File: config.mk
export PLATFORM = sky130hd
export DESIGN_NAME = insn_halfword_buffer
export DESIGN_NICKNAME = d
export VERILOG_FILES = /design/src/rtl/insn_halfword_buffer.sv
export SDC_FILE = /design/constraint.sdc
export NUM_CORES = 1
export LEC_CHECK = 0
export CORE_ASPECT_RATIO = 0.6
export CORE_MARGIN = 8
export CORE_UTILIZATION = 35
export DETAILED_ROUTE_END_ITERATION = 16
export DONT_BUFFER_PORTS = 1
export PLACE_DENSITY = 0.59
export SLEW_MARGIN = 10
export SYNTH_ARGS = -nofsm -noshare
export SYNTH_HDL_FRONTEND = slang
export SYNTH_SLANG_ARGS = --single-unit
File: constraint.sdc
create_clock -name clk -period 14.3 [get_ports clk]
set_input_delay 1.43 -clock clk [delete_from_list [all_inputs] [get_ports clk]]
set_output_delay 1.43 -clock clk [all_outputs]
set_load 0.1 [all_outputs]
File: src/rtl/insn_halfword_buffer.sv
// Halfword parcel FIFO between fetch and decode. It accepts up to two 16-bit
// parcels per cycle and presents one reassembled RV32 (or compressed) instruction.
module insn_halfword_buffer #(
  parameter int ENTRY_COUNT = 8,
  parameter int ADDR_WIDTH  = 32
) (
  input  logic                          clk,
  input  logic                          rst,
  input  logic                          flush,
  input  logic                          write_low,
  input  logic [ADDR_WIDTH-1:0]         write_low_pc,
  input  logic [15:0]                   write_low_insn,
  input  logic                          write_low_fault,
  input  logic                          write_high,
  input  logic [ADDR_WIDTH-1:0]         write_high_pc,
  input  logic [15:0]                   write_high_insn,
  input  logic                          write_high_fault,
  output logic [$clog2(ENTRY_COUNT):0]  writable_entry_count,
  output logic                          read_valid,
  input  logic                          read_ready,
  output logic [ADDR_WIDTH-1:0]         read_pc,
  output logic [31:0]                   read_insn,
  output logic                          read_compressed,
  output logic                          read_fault
);

  localparam int PTR_W = $clog2(ENTRY_COUNT);
  localparam int CNT_W = PTR_W + 1;

  typedef struct packed {
    logic [ADDR_WIDTH-1:0] pc;
    logic [15:0]           insn;
    logic                  fault;
  } parcel_t;

  parcel_t          r_mem [ENTRY_COUNT];
  logic [PTR_W-1:0] r_head;
  logic [PTR_W-1:0] r_tail;
  logic [CNT_W-1:0] r_count;

  parcel_t          w_h0;
  parcel_t          w_h1;
  logic             w_h0_compressed;
  logic [1:0]       w_n_w;
  logic [1:0]       w_n_r;
  logic [CNT_W-1:0] w_free;
  logic             w_write_ok;
  logic             w_pop;
  logic             w_valid;
  logic             w_compressed;
  logic             w_fault;
  logic [PTR_W-1:0] w_tail_p1;
  logic [CNT_W-1:0] w_count_add;
  logic [CNT_W-1:0] w_count_sub;

  assign w_h0            = r_mem[r_head];
  assign w_h1            = r_mem[r_head + PTR_W'(1)];
  assign w_h0_compressed = (w_h0.insn[1:0] != 2'b11);
  assign w_tail_p1       = r_tail + PTR_W'(1);

  // Free space comes from registered state only, so a same-cycle pop never
  // makes room for a same-cycle write.
  assign w_free     = CNT_W'(ENTRY_COUNT) - r_count;
  assign w_n_w      = {1'b0, write_low} + {1'b0, write_high};
  assign w_write_ok = !flush && (CNT_W'(w_n_w) <= w_free);

  // NOTE: every signal assigned in always_comb gets a default first, so no
  // path leaves it unassigned and no latch is inferred.
  always_comb begin
    w_valid      = 1'b0;
    w_compressed = 1'b0;
    w_fault      = 1'b0;
    w_n_r        = 2'd0;
    if (r_count == '0) begin
      w_valid = 1'b0;
    end else if (w_h0.fault) begin
      // A faulted head issues alone; decode only needs the trap, not h1.
      w_valid      = 1'b1;
      w_compressed = w_h0_compressed;
      w_fault      = 1'b1;
      w_n_r        = 2'd1;
    end else if (w_h0_compressed) begin
      w_valid      = 1'b1;
      w_compressed = 1'b1;
      w_n_r        = 2'd1;
    end else if (r_count >= CNT_W'(2)) begin
      w_valid = 1'b1;
      w_fault = w_h1.fault;
      w_n_r   = 2'd2;
    end
    if (flush) begin
      w_valid = 1'b0;
    end
  end

  assign w_pop       = w_valid && read_ready;
  assign w_count_add = w_write_ok ? CNT_W'(w_n_w) : '0;
  assign w_count_sub = w_pop ? CNT_W'(w_n_r) : '0;

  assign writable_entry_count = w_free;
  assign read_valid           = w_valid;
  assign read_pc              = w_h0.pc;
  assign read_insn            = w_compressed ? {16'h0000, w_h0.insn} : {w_h1.insn, w_h0.insn};
  assign read_compressed      = w_compressed;
  assign read_fault           = w_fault;

  // NOTE: the parcel storage has no reset; occupancy is tracked by the
  // pointers and count, so stale slot contents are never observed.
  always_ff @(posedge clk) begin
    if (rst && w_write_ok) begin
      if (write_low) begin
        r_mem[r_tail] <= '{pc: write_low_pc, insn: write_low_insn, fault: write_low_fault};
      end
      if (write_high) begin
        r_mem[write_low ? w_tail_p1 : r_tail] <=
          '{pc: write_high_pc, insn: write_high_insn, fault: write_high_fault};
      end
    end
  end

  // NOTE: sequential state uses non-blocking assignments so every register
  // samples the pre-edge values regardless of statement order.
  always_ff @(posedge clk) begin
    if (!rst || flush) begin
      r_head  <= '0;
      r_tail  <= '0;
      r_count <= '0;
    end else begin
      if (w_write_ok) begin
        r_tail <= r_tail + PTR_W'(w_n_w);
      end
      if (w_pop) begin
        r_head <= r_head + PTR_W'(w_n_r);
      end
      r_count <= r_count + w_count_add - w_count_sub;
    end
  end

endmodule

==> key figures <==
Global route
  – Initial antenna violation count: 0
  – Vias in the first global route: 12202
  – Global Route Usage Sum: 15.6%
  – Largest net degree at the start of global routing: 57
  – GRT Residual Overflow: 0
  – First-pass GRT wire length: ~84000 microns

Synth
  – Register area share after synthesis: a little over half
  – Share of the synthesized area in the top cell type: 53.8%
  – Number of synthesized flops with an enable pin: 392
  – Mapped Nets: 1365
  – Syn avg cell area: 17.6 sq um
  – Simple-Gate Fraction of Synth Area: 1.79%
  – Compound-cell area share of the yosys netlist: 1.47%
  – Commonest cells in the netlist: 392 x edfxtp_1, 391 x mux2_2, 132 x mux4_2
  – Yosys warnings: 0
  – Synth Area in XOR/XNOR: 0.360%
  – Main combinational cell family by area after synthesis: multiplexers
  – Synth Instances: 1243
  – Largest cells by area after synthesis: edfxtp_1 54%, mux2_2 20%, mux4_2 14%, mux2_4 3.4%, dfxtp_1 1.2%
  – Cell taking the most area after synthesis: edfxtp_1
  – Post-synthesis mux area share: between 30% and 40%
  – Synth Cell Area: 0.0219 sq mm
  – Main synth FF type: edfxtp_1
  – Seq cells post-synth: 405
  – Most common cell in the netlist: edfxtp_1
  – Asr flop ratio synth: 0%
  – Adder-Cell Fraction of Synth Area: 1.17%
  – Post-synthesis cell type count: 45

STA
  – Max-slew violations: 0
  – Clock Skew: 0.0135 ns
  – Final period utilization: 41.1%
  – Slew of the pin with the lowest slew margin: around 1.3 ns
  – Worst slew margin: 15.7%
  – Final Hold Violating Endpoints: 0
  – Crit path time final: 5.88 ns
  – Final setup violation count: 0
  – Max Clk Rate: 0.170 GHz
  – RSZ-0062 raised after global routing: false
  – Final TNS setup: 0 ns

Clocking
  – CTS resizes: 0
  – CTS tree: done
  – Root Buffer: clkbuf_16
  – CTS H-tree depth: 2
  – Clock slew at reported path FFs: 0.06 ns
  – Clk sinks: 405
  – CTS Hold Bufs: 0
  – Worst skew pair latency: roughly 0.56 ns
  – Clk buf depth: 3
  – CTS buffer count: 42
  – Postcts setup bufs: 0

Drt
  – DRT iter0 DRCs: between 800 and 900
  – First-pass DRT Iterations: 4
  – # DRC: 0
  – DR vias/cell: 5.52
  – Via count: ~12000
  – Post-route ant nets: 0
  – Drt wl/cell: 27.3 microns
  – Detailed Route WL: 56900 microns

Setup path
  – Crit-path max FO: 39
  – Startpoint types: register
  – R2R depth: 10
  – CP required: 12.87 ns
  – Reg2reg end: r_mem[2][41]
  – Worst reg2reg path startpoint: r_count[0]
  – Crit Path Category: register to primary output
  – Worst EP arrival: roughly 4.5 ns
  – R2R setup slack: 8.49 ns
  – CP endpoint kind: primary output

Layout
  – Final instance area: 0.0240 sq mm
  – Fin cells: 2086
  – # diodes: 0
  – Nets: 1341
  – Layout cell share with drive strength beyond 1: 55.2%
  – Area growth syn-to-layout: 9.50%

Status
  – Status: finished, final reports clean

Power and ir drop
  – Reg power frac: 48.5%
  – Clk pwr share: roughly two fifths
  – Internal Pwr Total: 2.03 mW
  – Switch share: 26.3%
  – Tot Pwr: 2.76 mW
  – Combinational share of power: a little over an eighth
  – Maximum vdd drop: 82.6 uV
  – Pwr Density: 115 mW/mm^2
  – Static leakage: 7.55 nW
  – Psw: 0.726 mW

Die
  – Die extent in y: 210 microns
  – Die X: 339 microns
  – # IOs: roughly 180
  – Row count: 71
  – Die Area: around 0.071 sq mm
  – Initial core utilization: 35.2%
  – CORE AREA: 0.0623 sq mm

Hold path
  – Worst Hold Endpoint: r_tail[0]
  – Worst Hold Class: register to register
  – Hold Path Stages: 2
  – Hold path startpoint: r_tail[0]

Placement
  – Final GP Congestion: 0.729
  – Detailed Place HPWL: 35600 microns
  – Placed cells: 2014
  – # port buffers: 0
  – Placed cell areas: roughly 0.023 sq mm

Flow run
  – Max Cap Viol: 0
==> layer usage <==
layer | wire length (microns) | track usage [%] | share of wire [%] | vias up
met2 | 27400 | 25.8 | 48 | 301
met3 | 3270 | 3.72 | 5.7 | 52
met4 | 627 | 2.47 | 1.1 | 0
li1 | - | - | - | 4988
met5 | 0 | 0 | 0 | -
met1 | 25600 | 21.1 | 45 | 6178
==> worst max-delay path, cell delays in order, from the launching register on <==
cell	delay (ns)
dfxtp_4	0.63
buf_4	0.67
mux4_2	0.58
mux2_2	0.52
and2_4	0.28
nor2_4	0.32
buf_4	0.50
a21oi_2	0.34
==> per-stage QoR <==
step	hold slack (ns)	util, %	setup WS, ns
after detailed placement	0.585	36.5	8.47
final	0.608	38.5	8.42
after floorplan	0.532	-	7.22
after CTS	0.597	38.5	8.32
after global routing	0.661	38.5	8.22
after global placement	0.565	36.5	8.54
==> kinds of logic (layout without fill, tap and decap cells) <==
logic type / count (synthesis) / after routing
multiplexers: 573 / 573
adder cells (fa/ha/maj): 18 / 18
AND/OR/NAND/NOR: 86 / 86
buffers and inverters: 104 / 108
XOR/XNOR: 9 / 9
flip-flops: 405 / 405
AO/OA/AOI/OAI: 48 / 48
==> registers in the layout, indices dropped and copies added, names as in the netlist, named ones only <==
name     count
r_count      4
r_mem      392
r_tail       3
r_head       3
==> cell usage in the layout, fill, tap and decap left out, types with 6 or more instances in the layout <==
cell type / instances
edfxtp_1: 392
mux2_2: 391
mux4_2: 132
nand2_1: 50
mux2_4: 49
clkbuf_16: 43
inv_1: 18
buf_4: 18
a21oi_2: 17
ha_1: 13
clkinv_1: 12
clkbuf_1: 9
dfxtp_1: 9
a21oi_1: 8
nor2_1: 6
nand2_4: 6
==> worst max path at each step <==
stage | depth (start not counted) | endpoint | slack (ns)
after global placement | 10 | r_mem[2][36] | 8.54
final | 7 | read_insn[25] | 8.42
after global routing | 7 | read_insn[24] | 8.22
after CTS | 7 | read_insn[26] | 8.32
after floorplan | 7 | r_mem[0][0] | 7.22
after detailed placement | 10 | r_mem[2][32] | 8.47
==> final cells by class <==
class	count	area (sq um)
clock buffer	52	1110
clock inverter	20	168
fill	5689	38300
inverter	18	67.6
multi-input combinational	734	9400
sequential	405	12000
tap	839	1050
timing repair buffer	18	135
==> power groups by stage <==
stage | clock (mW) | sequential, mW | combinational (mW)
CTS | 1.09 | 1.34 | 0.363
global placement | 0 | 1.36 | 0.357
floorplan | 0 | 1.36 | 0.313
global route | 1.13 | 1.34 | 0.376
detailed placement | 0 | 1.36 | 0.361
finish | 1.06 | 1.34 | 0.358
Note: power is estimated with default switching activity, not from simulation.
